--- src/rtl/strobe_meter_pkg.sv ---
// strobe_meter_pkg: shared definitions for the strobe period meter.
//   state_t : FSM state encoding (IDLE = 0, ARMED = 1)
`ifndef STROBE_METER_PKG_SV
`define STROBE_METER_PKG_SV

package strobe_meter_pkg;

    typedef enum logic [0:0] {
        STROBE_METER_IDLE  = 1'b0,
        STROBE_METER_ARMED = 1'b1
    } state_t;

endpackage

`endif

--- src/rtl/strobe_meter_interval_counter.sv ---
// interval_counter: W-bit saturating up-counter with synchronous load-to-1.
// Ports:
//   clock    : system clock
//   reset    : synchronous, active-high reset (cnt = 0)
//   load     : load cnt with 1 (takes priority over inc)
//   inc      : increment cnt; holds at all-ones
//   cnt      : current count
//   terminal : high when cnt is all-ones
module interval_counter #(
    parameter int unsigned W = 8
) (
    input  logic         clock,
    input  logic         reset,
    input  logic         load,
    input  logic         inc,
    output logic [W-1:0] cnt,
    output logic         terminal
);

    assign terminal = &cnt;

    always_ff @(posedge clock) begin
        if (reset) begin
            cnt <= '0;
        end else if (load) begin
            cnt <= {{(W-1){1'b0}}, 1'b1};
        end else if (inc && !terminal) begin
            cnt <= cnt + 1'b1;
        end
    end

endmodule

--- src/rtl/strobe_meter.sv ---
// strobe_meter: measures the interval in clock cycles between successive
// events on act and reports each measured period.
// Ports:
//   clock  : system clock
//   reset  : synchronous, active-high reset
//   act    : event input
//   period : last measured interval (held between measurements)
//   valid  : one-cycle pulse, period just updated
//   locked : high while the last two measurements are equal
//   over   : one-cycle pulse, interval exceeded 2^W-1 and was abandoned
// Build option: STROBE_METER_EDGE_EN - when defined only rising edges of act
// count as events; otherwise every high cycle of act is an event.
module strobe_meter
    import strobe_meter_pkg::*;
#(
    parameter int unsigned W = 8
) (
    input  logic         clock,
    input  logic         reset,
    input  logic         act,
    output logic [W-1:0] period,
    output logic         valid,
    output logic         locked,
    output logic         over
);

    state_t       state;
    logic         have;
    logic         evt;
    logic [W-1:0] cnt;
    logic         terminal;

`ifdef STROBE_METER_EDGE_EN
    logic act_q;

    always_ff @(posedge clock) begin
        if (reset) begin
            act_q <= 1'b0;
        end else begin
            act_q <= act;
        end
    end

    assign evt = act & ~act_q;
`else
    assign evt = act;
`endif

    // Every event restarts the interval at 1; counting only runs while armed.
    interval_counter #(.W(W)) u_cnt (
        .clock    (clock),
        .reset    (reset),
        .load     (evt),
        .inc      (state == STROBE_METER_ARMED),
        .cnt      (cnt),
        .terminal (terminal)
    );

    always_ff @(posedge clock) begin
        if (reset) begin
            state  <= STROBE_METER_IDLE;
            period <= '0;
            valid  <= 1'b0;
            locked <= 1'b0;
            over   <= 1'b0;
            have   <= 1'b0;
        end else begin
            valid <= 1'b0;
            over  <= 1'b0;
            case (state)
                STROBE_METER_IDLE: begin
                    locked <= 1'b0;
                    if (evt) begin
                        have  <= 1'b0;
                        state <= STROBE_METER_ARMED;
                    end
                end
                STROBE_METER_ARMED: begin
                    if (evt) begin
                        // An event at all-ones is still a valid measurement.
                        period <= cnt;
                        valid  <= 1'b1;
                        have   <= 1'b1;
                        locked <= have && (cnt == period);
                    end else if (terminal) begin
                        over   <= 1'b1;
                        locked <= 1'b0;
                        state  <= STROBE_METER_IDLE;
                    end
                end
                default: state <= STROBE_METER_IDLE;
            endcase
        end
    end

endmodule

--- config.mk ---
export PLATFORM = sky130hd
export DESIGN_NAME = strobe_meter
export DESIGN_NICKNAME = d
export VERILOG_FILES = /design/src/rtl/strobe_meter_pkg.sv /design/src/rtl/strobe_meter_interval_counter.sv /design/src/rtl/strobe_meter.sv
export SDC_FILE = /design/constraint.sdc
export NUM_CORES = 1
export LEC_CHECK = 0
export BUFFER_PORTS_ARGS = -buffer_cell sky130_fd_sc_hd__buf_2
export CAP_MARGIN = 20
export CORE_MARGIN = 1
export CORE_UTILIZATION = 42
export CTS_BUF_LIST = sky130_fd_sc_hd__clkbuf_2 sky130_fd_sc_hd__clkbuf_4 sky130_fd_sc_hd__clkbuf_8
export DETAILED_ROUTE_END_ITERATION = 7
export GPL_TIMING_DRIVEN = 0
export PLACE_DENSITY = 0.72
export SYNTH_ARGS = -nofsm -noshare
export SYNTH_HDL_FRONTEND = slang
export SYNTH_SLANG_ARGS = --single-unit
--- constraint.sdc ---
create_clock -name clock -period 1.7 [get_ports clock]
set_input_delay 0.34 -clock clock [delete_from_list [all_inputs] [get_ports clock]]
set_output_delay 0.34 -clock clock [all_outputs]
set_load 0.005 [all_outputs]
Word level (Yosys, flattened, before mapping)
Index checks and enable logic that the tools add are counted.
{"block": "classes", "eq_ne": 4, "add_sub_neg": 1, "n_mux": 13, "n_reduce_logical": 10, "bitwise_logic": 1}
{"operator": "1-bit two-way mux", "count": 10}
{"operator": "8-bit by 1-bit adder with 8-bit output (second input constant)", "count": 1}
{"operator": "8-bit equality test", "count": 1}
{"operator": "8-bit AND reduction", "count": 1}
{"operator": "1-bit one-hot mux with 2 select lines", "count": 3}
{"operator": "2-bit != test (second input constant)", "count": 2}
{"operator": "2-bit AND reduction", "count": 2}
{"operator": "2-bit OR reduction", "count": 2}
{"operator": "3-bit by 2-bit != test with 1-bit output (second input constant)", "count": 1}
{"operator": "3-bit OR reduction", "count": 1}
{"operator": "1-bit logical AND", "count": 2}
{"operator": "2-bit nonzero test", "count": 1}
{"operator": "1-bit logical NOT", "count": 1}
{"operator": "1-bit inverter", "count": 1}
{"block": "word_totals", "word_cells": 37, "regBits": 21, "inputBits": 3, "output_inout_bits": 11}

Depth between registers and ports, before layout
Gate-level depths: netlist of the first run.
{"block": "depth", "ltp_word": 5, "ltp_mapped": 5, "ltp_nobuf": 5}

By module
From an unflattened synthesis of the first run, not the netlist that was laid out.
{"block": "hier_totals", "hier_cells": 113, "area_unflattened_um2": 942.2}
{"module": "strobe_meter", "instances": 1, "seq_area_each_um2": 260.2, "area_each_um2": 535.5, "cells_per_inst": 63}
{"module": "interval_counter", "instances": 1, "seq_area_each_um2": 160.2, "area_each_um2": 406.6, "cells_per_inst": 50}

Worst setup path before layout of the first run
No wires, ideal clock.
{"block": "synth_path", "kind": "register to register", "start": "register u_cnt.cnt[0]", "end": "register u_cnt.cnt[2]", "t_arrival_ps": 1211, "stages_incl_launch_ff": 5, "setup_time_ps": 88, "synth_period_minus_slack_ps": 1299, "slack_ps": 401, "cell_sequence": "dfxtp_1 ha_1 nand3_1 or2_4 a311oi_2"}
{"block": "synth_via", "elab_chain_len": 3}
{"item": "start, declared", "line": "strobe_meter_interval_counter.sv:16", "rtl": "output logic [W-1:0] cnt,"}
{"item": "start signal, assigned", "line": "strobe_meter_interval_counter.sv:26", "rtl": "cnt <= {{(W-1){1'b0}}, 1'b1};"}
{"item": "start signal, assigned", "line": "strobe_meter_interval_counter.sv:28", "rtl": "cnt <= cnt + 1'b1;"}
{"item": "branches (longest 3 deep; another with 8-bit by 1-bit adder with 8-bit output)"}
Several ways; the timed one is not identified.
A chain may end at the register's enable or synchronous reset.

Worst setup path after layout of the first run
{"block": "layout_path", "start": "register u_cnt.cnt[0]", "end": "register u_cnt.cnt[0]"}
{"block": "layout_via", "elab_chain_len": 4}
{"item": "branches (longest 4 deep; another with 8-bit by 1-bit adder with 8-bit output)"}
Several ways; the timed one is not identified. The select of a mux whose other input is x is not followed.

==> results of run 1 <==
through the flow:
step           cell area [µm²]  worst slack [ns]
6_report                  1050             0.168
5_1_grt                   1050            0.0537
4_1_cts                   1050             0.191
3_5_place_dp              1020             0.225
3_3_place_gp              1020             0.262
2_1_floorplan              923             0.401
sequential cells by signal, indices dropped and copies added, names as in the netlist:
name       flops
state          1
locked         1
have           1
period         8
u_cnt.cnt      8
over           1
valid          1
power by group:
| part | switching [mW] | internal (mW) | leakage (nW) |
|---|---|---|---|
| sequential | 0.00781 | 0.500 | 0.170 |
| clock | 0.151 | 0.108 | 0.0184 |
| combinational | 0.0375 | 0.0178 | 0.236 |
| total | 0.197 | 0.625 | 0.425 |
path summary, 6_finish.rpt:
check	start	endpoint	slack (ns)	cells past startpoint
setup reg to reg	u_cnt.cnt[0]$_SDFFE_PP0P_	u_cnt.cnt[0]$_SDFFE_PP0P_	0.17	5
hold / removal	reset	valid$_SDFF_PP0_	0.25	2
setup / recovery	u_cnt.cnt[0]$_SDFFE_PP0P_	u_cnt.cnt[0]$_SDFFE_PP0P_	0.17	5
hold reg to reg	have$_SDFFE_PP0P_	have$_SDFFE_PP0P_	0.48	1
logic make-up (layout without fill, tap and decap cells):
| family | count (synthesis) | in the layout | synth area share (%) |
|---|---|---|---|
| simple gates | 45 | 45 | 25.3 |
| flops | 21 | 21 | 45.5 |
| compound gates | 19 | 19 | 12.3 |
| xor+xnor | 12 | 12 | 11.4 |
| buf+inv | 7 | 24 | 2.98 |
| fa+ha+maj | 1 | 1 | 1.35 |
| mux | 1 | 1 | 1.08 |
layout make-up:
class | instances | share of cell area (%)
timing repair buffer | 13 | 6.18
clock buffer | 4 | 2.85
inverter | 2 | 0.713
buffer | 5 | 1.90
sequential | 21 | 40.0
tap | 27 | 3.21
multi-input combinational | 78 | 45.2
Yosys cell counts:
master and instances:
dfxtp_1 21, a21oi_1 12, nand2_1 12, nand3_1 11
nor2_1 9, xor2_1 8, nand4_1 4, xnor2_1 4
clkbuf_1 3, o21ai_1 3, and2_1 2, inv_1 2
nor4_1 2, a21o_1 1, a311oi_2 1, and4_1 1
buf_1 1, buf_2 1, ha_1 1, mux2i_1 1
nand4_4 1, nor3_1 1, o2111ai_1 1, o211ai_1 1
or2_2 1, or2_4 1
critical path, cell delays in order (launching register included):
cell     delay, ns
dfxtp_1       0.47
ha_1          0.23
nand3_1       0.16
o21ai_1       0.30
xor2_1        0.17
a21oi_1       0.08
layer usage:
| layer | GRT usage, % | vias up | part of all wire [%] |
|---|---|---|---|
| met1 | 22.4 | 374 | 47 |
| met4 | 1.47 | 0 | 0 |
| met5 | 0 | - | 0 |
| li1 | - | 404 | - |
| met3 | 5.92 | 0 | 5.3 |
| met2 | 27.3 | 18 | 47 |
==> results.md, run 1 <==
* Yosys reg bits at 21
* # port buffers at 13
* Core Rows at 16
* Vias in the first global route at 663
* H-tree depth at 1
* Slew headroom at between 70 and 80%
* Clock Skews at ~0.0011 ns
* Slew Viols, Final at 0
* Syn Area/Cell at 8.71 µm²
* Cell variety after synth at 26
* Vias/cell at 5.31
* Final WL at 1890 µm
* Cells after Synth at approximately 110
* Resized cells post-CTS at 0
* Ranking of synthesized cells by area: dfxtp_1 (46%), xor2_1 (7.6%), a21oi_1 (6.5%)
* Ant diodes at 0
* Dpl hpwl at 1360 µm
* CP endpoint kind: flop
* Seq. cell area at between 400 and 500 µm²
* Register area share after synthesis at ~46%
* Antenna-violating nets left at 0
* CP arrival at approximately 1.7 ns
* Grt ovf at 0
* Worst-Skew Late Latency at around 0.3 ns
* CTS max path bufs at 2
* Final core occ at around 52%
* Starting Density at between 40% and 50%
* CP required at between 1.5 and 2 ns
* Initial DRC Count at 17
* Worst Setup Start Kind: flop
* Most common cell after layout, fill and taps aside: dfxtp_1
* First-pass GRT wire length at slightly above 3000 µm
* Total design power at 0.822 mW
* Crit Path Max Fanout at 6
* Core footprint at ~2000 µm²
* Final setup vio count at 0
* Clk pin slew, worst setup/hold paths at approximately 0.11 ns
* PwrDens at slightly below 800 nW/µm²
* Final net count at approximately 130
* Crit path kind: flop to flop
* # DRC at 0
* TritonCTS Sinks at 21
* Layout cells sized above 1 at around 18%
* Post-CTS Hold Fix Bufs at 0
* Worst Tran Pin Value at between 0.4 and 0.5 ns
* Synth top area share at 45.5%
* Die width at between 40 and 50 µm
* Multi-input logic area at 475 µm²
* Ys Warns at 0
* CTS buffer count at 3
* Dpl cells at 146
* IO Pins at 14
* Peak VDD IR at slightly above 0.5 mV
* Largest net degree at the start of global routing at 12
* Most frequent cells in the layout: dfxtp_1 (21), buf_2 (14), a21oi_1 (12), nand2_1 (12), nand3_1 (11)
* Filler instances at approximately 190
* DR pass1 iterations at 4
* Tcrit/Tclk final at between 90% and 100%
* WHS at roughly 0.25 ns
* FMAX at approximately 650 MHz
* Placer Congestion at 0.840
* Root buffer cell: clkbuf_4
* Mapped Nets at 110
* Total negative slack at 0 ns
* Initial antenna violation count at 0
* Total die area at between 2000 and 2500 µm²
* Leakage at between 0.4 and 0.5 nW
* Post-CTS setup buffer count at 0
* Vias at ~800
* Gr usage total at 16.9%
* Max Cap Viol at 0
* CTS tree: done
* Die Ht at 48.9 µm
* Final hold violations at 0
* Mapped cell area at 923 µm²
* Yosys top cell by area: dfxtp_1
* WL/cell at ~13 µm
* Area Overhead vs Synth at 14.0%
* Status: completed
* Finished Layout Cells at 150
* Period minus WS final at ~1.5 ns
* Min-Delay Path Class: input port to flop
* RSZ-0062 raised after global routing: no
Note: power is estimated with default switching activity, not from simulation.
==> run 2, diff against run 1 <==
CTS_CLUSTER_SIZE = 40   (was unset)
clock period = 1.52 ns   (was 1.7 ns; I/O delays follow)
==> run 2 against run 1 <==
Utilization is 0.31 points higher. Critical endpoint is now u_cnt.cnt[2]$_SDFFE_PP0P_. First-iteration DRC count rose by 41%. Die area unchanged.
==> results.md, run 2 (synthesis results as in run 1) <==
* Final core occ at 52.4% (was 52.0%)
* Clk pin slew, worst setup/hold paths at 0.11 ns (about the same)
* Status: completed (unchanged)
* CTS tree: done (unchanged)
* Grt ovf at 0 (unchanged)
* WHS Endpoint: valid$_SDFF_PP0_ (unchanged)
* FMAX at 709 MHz (was 653 MHz)
* Tcrit/Tclk final at 92.7% (was 90.1%)
* Final hold violations at 0 (unchanged)
* Layout cells sized above 1 at 20.3% (was 17.9%)
* Initial DRC Count at 24 (was 17)
* R2R cell count at 4 (was 5)
* Slew headroom at 69.8% (was 70.1%)
* Initial antenna violation count at 0 (unchanged)
* Final net count at 128 (unchanged)
* Worst Tran Pin Value at 0.453 ns (was 0.449 ns)
* PwrDens at 868 nW/µm² (was 781 nW/µm²)
* Vias at 795 (was 796)
* WL/cell at 12.6 µm (unchanged)
* CTS buffer count at 3 (unchanged)
* Crit path kind: flop to flop (unchanged)
* Area Overhead vs Synth at 14.6% (was 14.0%)
* Core Rows at 16 (unchanged)
* R2r setup slk at 0.11 ns (was 0.17 ns)
* TritonCTS Sinks at 21 (unchanged)
* H-tree depth at 1 (unchanged)
* Finished Layout Cells at 150 (unchanged)
* Max Cap Viol at 0 (unchanged)
* FF-to-FF Start: u_cnt.cnt[0]$_SDFFE_PP0P_ (unchanged)
* Peak VDD IR at 0.571 mV (was 0.511 mV)
* Final WL at 1890 µm (unchanged)
* Most frequent cells in the layout: dfxtp_1 (19), buf_2 (14), a21oi_1 (12), nand2_1 (12), nand3_1 (11) (was dfxtp_1 (21), buf_2 (14), a21oi_1 (12), nand2_1 (12), nand3_1 (11))
* WP buf/inv at 0 (unchanged)
* Worst-Skew Late Latency at 0.30 ns (about the same)
* First-pass GRT wire length at 3090 µm (unchanged)
* # DRC at 0 (unchanged)
* WHS at 0.219 ns (was 0.251 ns)
* IO Pins at 14 (unchanged)
* Most common cell after layout, fill and taps aside: dfxtp_1 (unchanged)
* Vias in the first global route at 663 (unchanged)
* Worst Setup Start Kind: flop (unchanged)
* Crit path max-delay family: simple AND/OR/NAND/NOR gates (was flip-flops)
* Filler instances at 189 (unchanged)
* CP arrival at 1.64 ns (was 1.72 ns)
* Largest registers: period (8), u_cnt.cnt (8) (unchanged)
* Antenna-violating nets left at 0 (unchanged)
* Largest net degree at the start of global routing at 12 (unchanged)
* Placer Congestion at 0.840 (unchanged)
* Root buffer cell: clkbuf_4 (unchanged)
* Period minus WS final at 1.41 ns (was 1.53 ns)
* Dpl hpwl at 1360 µm (unchanged)
* Slowest CP cell: dfxtp_2 (was dfxtp_1)
* Min-Delay Path Class: input port to flop (unchanged)
* Leakage at 0.427 nW (was 0.425 nW)
* CP required at 1.75 ns (was 1.89 ns)
* Die width at 48.9 µm (unchanged)
* RR Endpoint: u_cnt.cnt[2]$_SDFFE_PP0P_ (was u_cnt.cnt[0]$_SDFFE_PP0P_)
* DR pass1 iterations at 4 (unchanged)
* Dpl cells at 146 (unchanged)
* Hold Crit Start: reset (unchanged)
* Total die area at 2390 µm² (unchanged)
* Final setup vio count at 0 (unchanged)
* Crit Path Max Fanout at 6 (unchanged)
* Hold depth at 2 (unchanged)
* Die Ht at 48.9 µm (unchanged)
* Post-CTS Hold Fix Bufs at 0 (unchanged)
* Cell Chain, Critical Path: ha_1 > nand3_1 > or2_4 > a311oi_2 (was ha_1 > nand3_1 > o21ai_1 > xor2_1 > a21oi_1)
* Clock Skews at 0.00201 ns (was 0.00105 ns)
* CP endpoint kind: flop (unchanged)
* CP max stage delay at 0.41 ns (was 0.47 ns)
* # port buffers at 13 (unchanged)
* Vias/cell at 5.30 (was 5.31)
* CTS max path bufs at 2 (unchanged)
* Starting Density at 45.7% (unchanged)
* Core footprint at 2020 µm² (unchanged)
* Ant diodes at 0 (unchanged)
* Slew Viols, Final at 0 (unchanged)
* Gr usage total at 16.9% (unchanged)
run 2: how the worst max path moves through the flow:
stage	start	end	slack, ns	cells after the start
after floorplan	u_cnt.cnt[0]$_SDFFE_PP0P_	u_cnt.cnt[2]$_SDFFE_PP0P_	0.22	4
after detailed placement	u_cnt.cnt[0]$_SDFFE_PP0P_	u_cnt.cnt[0]$_SDFFE_PP0P_	0.05	5
after CTS	u_cnt.cnt[0]$_SDFFE_PP0P_	u_cnt.cnt[0]$_SDFFE_PP0P_	0.01	5
after global placement	u_cnt.cnt[0]$_SDFFE_PP0P_	u_cnt.cnt[0]$_SDFFE_PP0P_	0.08	5
after global routing	u_cnt.cnt[0]$_SDFFE_PP0P_	u_cnt.cnt[0]$_SDFFE_PP0P_	-0.001	5
final	u_cnt.cnt[0]$_SDFFE_PP0P_	u_cnt.cnt[2]$_SDFFE_PP0P_	0.11	4
run 2: final cells by class:
type	count	area (µm²)	area share, %
multi-input combinational	78	479	45.3
sequential	21	423	40.0
timing repair buffer	13	65.1	6.15
tap	27	33.8	3.19
clock buffer	4	30.0	2.84
buffer	5	20.0	1.89
inverter	2	7.51	0.709
run 2: what timing repair did:
item                       4_1_cts  5_1_grt
setup endpoints to repair        0        4
gates resized for setup          0        3
setup buffers                    0        0
run 2: where the power goes:
part           leakage [nW]  total, mW  internal (mW)  switching, mW
clock network        0.0184      0.288          0.120          0.168
registers             0.171      0.569          0.560        0.00878
logic                 0.237     0.0625         0.0204         0.0421
total                 0.427      0.919          0.700          0.219
run 2: per-stage QoR:
step	setup slack (ns)	area, µm²	power, mW	setup TNS (ns)
CTS	0.0115	1050	0.925	0
detailed placement	0.0453	1020	0.641	0
global route	-0.00116	1060	0.960	-0.00116
finish	0.110	1060	0.919	0
floorplan	0.221	923	0.621	0
global placement	0.0821	1020	0.639	0
run 2: metal layers:
layer	vias to the layer above	GRT usage, %	share of wire [%]
met3	0	5.92	5.2
met1	371	22.4	46
met4	0	1.47	0
met5	-	0	0
li1	406	-	-
met2	18	27.3	49
